File: src/rtl/i2s_apb_seq.sv
// rtl/i2s_apb_seq.sv - APB access sequencer for an I2S transceiver (optional Rx path: I2S_SEQ_RX_EN)
module i2s_apb_seq #(
  parameter int PRELOAD     = 4,
  parameter int TRAN_EN_BIT = 0
) (
  input  logic        pclk,
  input  logic        preset,
  input  logic        start,
  input  logic        stop,
  input  logic [31:0] cfg_word,
  input  logic [31:0] tx_data,
  input  logic        tx_valid,
  output logic        tx_ready,
  output logic [31:0] rx_data,
  output logic        rx_valid,
  input  logic        i2s_tx_full,
  input  logic        i2s_rx_empty,
  output logic [31:0] paddr,
  output logic [31:0] pwdata,
  output logic        pwrite,
  output logic        penable,
  input  logic [31:0] prdata,
  output logic        busy
);

  localparam logic [31:0] EN_MASK   = 32'd1 << TRAN_EN_BIT;
  localparam logic [3:0]  PRE_N     = 4'(PRELOAD);
  localparam logic [31:0] ADDR_CTRL = 32'h0;
  localparam logic [31:0] ADDR_TX   = 32'h4;
  localparam logic [31:0] ADDR_RX   = 32'h8;

  typedef enum logic [2:0] {
    ST_IDLE,
    ST_CFG,
    ST_PRELOAD,
    ST_ENABLE,
    ST_RUN,
    ST_DISABLE
  } state_t;

  // All APB outputs are registered: the access visible in a cycle is the
  // action of the state held in that cycle, decided at the edge entering it
  // from the inputs sampled there. tx_ready therefore marks the cycle in
  // which the word sampled at the preceding edge is written to the Tx port.
  state_t      state;
  logic [3:0]  pre_cnt;
  logic [31:0] cfg_q;
  logic        rr_rx;
  logic        tx_elig;
  logic        rx_elig;
  logic        rr_eff;
  logic        grant_tx;
  logic        grant_rx;

  assign tx_elig = tx_valid & ~i2s_tx_full;

`ifdef I2S_SEQ_RX_EN
  assign rx_elig = ~i2s_rx_empty;
`else
  logic unused_rx;
  assign rx_elig   = 1'b0;
  assign unused_rx = ^{prdata, i2s_rx_empty};
`endif

  // Round-robin arbitration between Tx write and Rx read; Tx wins first after entry to RUN
  always_comb begin
    rr_eff   = (state == ST_ENABLE) ? 1'b0 : rr_rx;
    grant_tx = 1'b0;
    grant_rx = 1'b0;
    if (tx_elig && rx_elig) begin
      grant_rx = rr_eff;
      grant_tx = ~rr_eff;
    end else begin
      grant_tx = tx_elig;
      grant_rx = rx_elig;
    end
  end

  // Sequencer FSM with registered APB, handshake and status outputs
  always_ff @(posedge pclk) begin
    if (preset) begin
      state    <= ST_IDLE;
      pre_cnt  <= 4'd0;
      cfg_q    <= 32'd0;
      rr_rx    <= 1'b0;
      paddr    <= 32'd0;
      pwdata   <= 32'd0;
      pwrite   <= 1'b0;
      penable  <= 1'b0;
      tx_ready <= 1'b0;
      rx_data  <= 32'd0;
      rx_valid <= 1'b0;
      busy     <= 1'b0;
    end else begin
      penable  <= 1'b0;
      pwrite   <= 1'b0;
      tx_ready <= 1'b0;
      rx_valid <= 1'b0;
`ifdef I2S_SEQ_RX_EN
      // A read was on the bus this cycle; hand its data to the requester next cycle
      if (penable && !pwrite) begin
        rx_data  <= prdata;
        rx_valid <= 1'b1;
      end
`endif
      if (stop && (state != ST_IDLE) && (state != ST_DISABLE)) begin
        state   <= ST_DISABLE;
        penable <= 1'b1;
        pwrite  <= 1'b1;
        paddr   <= ADDR_CTRL;
        pwdata  <= cfg_q & ~EN_MASK;
      end else begin
        case (state)
          ST_IDLE: begin
            if (start && !stop) begin
              state   <= ST_CFG;
              busy    <= 1'b1;
              cfg_q   <= cfg_word & ~EN_MASK;
              pre_cnt <= 4'd0;
              penable <= 1'b1;
              pwrite  <= 1'b1;
              paddr   <= ADDR_CTRL;
              pwdata  <= cfg_word & ~EN_MASK;
            end
          end
          ST_CFG: begin
            state <= ST_PRELOAD;
            if (tx_elig) begin
              penable  <= 1'b1;
              pwrite   <= 1'b1;
              paddr    <= ADDR_TX;
              pwdata   <= tx_data;
              tx_ready <= 1'b1;
              pre_cnt  <= 4'd1;
            end
          end
          ST_PRELOAD: begin
            if ((pre_cnt >= PRE_N) || i2s_tx_full) begin
              state   <= ST_ENABLE;
              penable <= 1'b1;
              pwrite  <= 1'b1;
              paddr   <= ADDR_CTRL;
              pwdata  <= cfg_q | EN_MASK;
            end else if (tx_elig) begin
              penable  <= 1'b1;
              pwrite   <= 1'b1;
              paddr    <= ADDR_TX;
              pwdata   <= tx_data;
              tx_ready <= 1'b1;
              pre_cnt  <= pre_cnt + 4'd1;
            end
          end
          ST_ENABLE, ST_RUN: begin
            state <= ST_RUN;
            rr_rx <= rr_eff;
            if (grant_tx) begin
              penable  <= 1'b1;
              pwrite   <= 1'b1;
              paddr    <= ADDR_TX;
              pwdata   <= tx_data;
              tx_ready <= 1'b1;
              rr_rx    <= 1'b1;
            end else if (grant_rx) begin
              penable <= 1'b1;
              pwrite  <= 1'b0;
              paddr   <= ADDR_RX;
              rr_rx   <= 1'b0;
            end
          end
          ST_DISABLE: begin
            state <= ST_IDLE;
            busy  <= 1'b0;
          end
          default: begin
            state <= ST_IDLE;
            busy  <= 1'b0;
          end
        endcase
      end
    end
  end

endmodule
File: config.mk
export PLATFORM = sky130hd
export DESIGN_NAME = i2s_apb_seq
export DESIGN_NICKNAME = d
export VERILOG_FILES = /design/src/rtl/i2s_apb_seq.sv
export SDC_FILE = /design/constraint.sdc
export NUM_CORES = 1
export LEC_CHECK = 0
export ABC_AREA = 1
export CORE_MARGIN = 3
export CORE_UTILIZATION = 30
export DETAILED_ROUTE_END_ITERATION = 12
export GPL_ROUTABILITY_DRIVEN = 0
export SKIP_LAST_GASP = 1
export SYNTH_ARGS = -nofsm -noshare
export SYNTH_HDL_FRONTEND = slang
export SYNTH_SLANG_ARGS = --single-unit
File: constraint.sdc
create_clock -name pclk -period 1.4 [get_ports pclk]
set_input_delay 0.21 -clock pclk [delete_from_list [all_inputs] [get_ports pclk]]
set_output_delay 0.21 -clock pclk [all_outputs]
set_load 0.01 [all_outputs]
==> out/qor.yml <==
outcome:
  status: "finished, violations left"
  violations: "negative setup slack"
yosys:
  ys_async_sr_fraction_pct: 0
  synth_common_cells: "nand2_1, dfxtp_1, nor2_1"
  synth.yosys.seq_area_share_pct: 40.51
  syn_area_per_cell_sq_um: 6.446
  yosysTopAreaCellShare_pct: 40.51
  synth.most_common_cell: "nand2_1"
  yosysWarnings: 0
  synthTopCellsByArea: "dfxtp_1, nand2_1, nor2_1"
  synth_area_sq_um: 5189
  syn-instance-count: 805
  synth_top_cell_by_area: "dfxtp_1"
  synth.distinct_cells: 22
  synth_edf_count: 0
  synth_ff_type: "dfxtp_1"
  ys_ff_latch: 105
cts:
  numCtsBuffers: 9
  cts_hold_buf: 0
  cts_tree: "built"
  insertion_delay_ns: 0.37
  htreeDepth: 3
  clkSlewWorstSetupHoldPaths_ns: 0.08
  clk_path_buf_depth: 2
  cts.sinks: 105
  cts_root_buffer: "clkbuf_16"
global_route:
  grt_max_degree: 36
  antenna_found_initial: 0
  grt_usage_pct: 19.01
  grt_pass1_wl_mm: 27.70
  overflow: 0
  grt_pass1_vias: 5139
sta:
  fin_setup_tns_ns: -10.89
  timing.hold.ws_ns: 0.4433
  slew_violations: 0
  period_share_pct: 113.6
  min_period_ns: 1.591
  setup_viol_count_final: 102
  fmax_ghz: 0.6286
  hold_viol_final: 0
  rsz0062_at_grt: "yes"
  timing.final.ws_setup_ns: -0.1908
  fin_skew_ns: 0.008881
place:
  dp_hpwl_mm: 10.81
  numPortBuffers: 136
  dp.cells: 1154
  dp_slack_ns: -0.3947
worst_setup_path:
  ff2ff_path_depth: 10
  slowest_stage: "dfxtp_4"
  cp.required_ns: 1.65
  path_common_cell: "buf_12"
  path_depth: 10
  cp.arrival_ns: 1.85
  r2r_setup_slack_ns: -0.19
  worst-path-buf-inv: 4
  crit_family: "buffers and inverters"
  max_stage_delay_ns: 0.38
  path_cells: "nor2_4, buf_6, nand3_4, nand2_4, buf_12, nand2_8, buf_12, buf_16, o21ai_4, a21oi_2"
  worstSetupEndpointType: "flop"
  path_max_fanout: 6
  start_kind: "flop"
  critPathKind: "reg2reg"
pwr:
  leakagePower_nw: 3.961
  p_per_area_nw_per_um2: 2169
  ir_drop_v: 0.0009897
die:
  initial_utilization_pct: 30.96
  core-area_sq_um: 16760
  die_h_microns: 137.5
  dieArea_sq_um: 18910
  fp.dieW_microns: 137.5
  ios: 204
  rows: 47
drt:
  dr.pass1.iters: 4
  drtIter0Drc: 331
  wl_per_cell_microns: 15.27
  vias: 5541
  vias_per_cell: 4.610
  antenna_left: 0
  routed_wirelength_mm: 18.36
  drcViolationCount: 0
finish:
  fin_cells: 1202
  area_delta_synth_final_pct: 56.72
  antennaDiodeCount: 0
  nets: 1081
  layout-drive-gt1-share_pct: 18.94
hold_path:
  min_path_type: "reg2reg"
  whs_path_depth: 2
run:
  maxCapViolations: 0
==> metrics by stage <==
| step | power [mW] | utilization [%] | cell area, sq um |
|---|---|---|---|
| floorplan | 8.437 | - | 5309 |
| global placement | 11.07 | 41.03 | 6877 |
| detailed placement | 11.08 | 41.03 | 6877 |
| CTS | 16.89 | 46.82 | 7848 |
| global route | 18.79 | 48.52 | 8132 |
| finish | 17.64 | 48.52 | 8132 |
==> area by class of cell <==
type | count | area (sq um)
Fill cell | 1677 | 8628
Timing Repair inverter | 1 | 11.26
Tap cell | 220 | 275.3
Multi-Input combinational cell | 600 | 2918
Clock inverter | 7 | 81.33
Timing Repair Buffer | 213 | 2311
Sequential cell | 105 | 2111
Inverter | 47 | 198.9
Clock buffer | 9 | 225.2
==> flip-flops by register name, indices dropped and copies added (netlist names) <==
name / flops
pwdata: 32
pre_cnt: 4
cfg_q: 31
state: 3
paddr: 32
tx_ready: 1
busy: 1
penable: 1
==> kinds of logic (layout without fill, tap and decap cells) <==
| family | Yosys count | after routing | share of synthesized area (%) |
|---|---|---|---|
| AO/OA/AOI/OAI | 107 | 107 | 10.51 |
| XOR/XNOR | 1 | 1 | 0.1688 |
| adder cells (fa/ha/maj) | 1 | 1 | 0.2411 |
| buffers and inverters | 132 | 277 | 13.21 |
| flip-flops | 105 | 105 | 40.51 |
| other | 1 | 33 | 0.07227 |
| AND/OR/NAND/NOR | 458 | 458 | 35.28 |
==> tightest hold or removal path: stages, from the launching register on <==
cell and delay, ns:
dfxtp_1 0.31, nand2_1 0.06, nor2_1 0.03
==> cell usage in the layout (no fill, tap or decap), types with 8 or more instances in the layout <==
cell type / instances
nand2_1: 258
dfxtp_1: 102
nor2_1: 75
nand3_1: 70
dlygate4sd2_1: 69
clkdlybuf4s50_1: 67
buf_4: 41
conb_1: 33
inv_1: 32
o21ai_0: 32
a21oi_1: 28
o21ai_1: 26
nor2_4: 15
nor2_2: 13
a21oi_2: 12
buf_12: 12
inv_2: 11
nand2_2: 11
clkbuf_16: 11
buf_16: 11
nand2_4: 10
buf_6: 8
==> power breakdown <==
group	switching (mW)	internal [mW]
logic	5.79	5.14
clock network	1.34	1.28
registers	0.456	3.62
==> metal layers <==
layer  vias up  share of wire, %  GRT usage [%]
met2       189                47          31.02
met1      2509                44          25.12
met5         -                 0              0
li1       2825                 -              -
met4         0               1.4          5.322
met3        18               7.0          4.419
==> final timing paths <==
check                               from                      end
setup / recovery   state[0]$_SDFFE_PP0P_  pwdata[19]$_SDFFE_PP0P_
hold / removal    paddr[11]$_SDFFE_PP0P_   paddr[11]$_SDFFE_PP0P_
setup reg to reg   state[0]$_SDFFE_PP0P_  pwdata[19]$_SDFFE_PP0P_
hold reg to reg   paddr[11]$_SDFFE_PP0P_   paddr[11]$_SDFFE_PP0P_
==> timing repair <==
action / CTS / global route
gates cloned: 12 / 3
gates resized for setup: 147 / 68
setup buffers: 16 / 4
pin swaps: 19 / 12
endpoints found under the setup margin: 168 / 104
hold endpoints to repair: 0 / 0
Note: power is estimated with default switching activity, not from simulation.
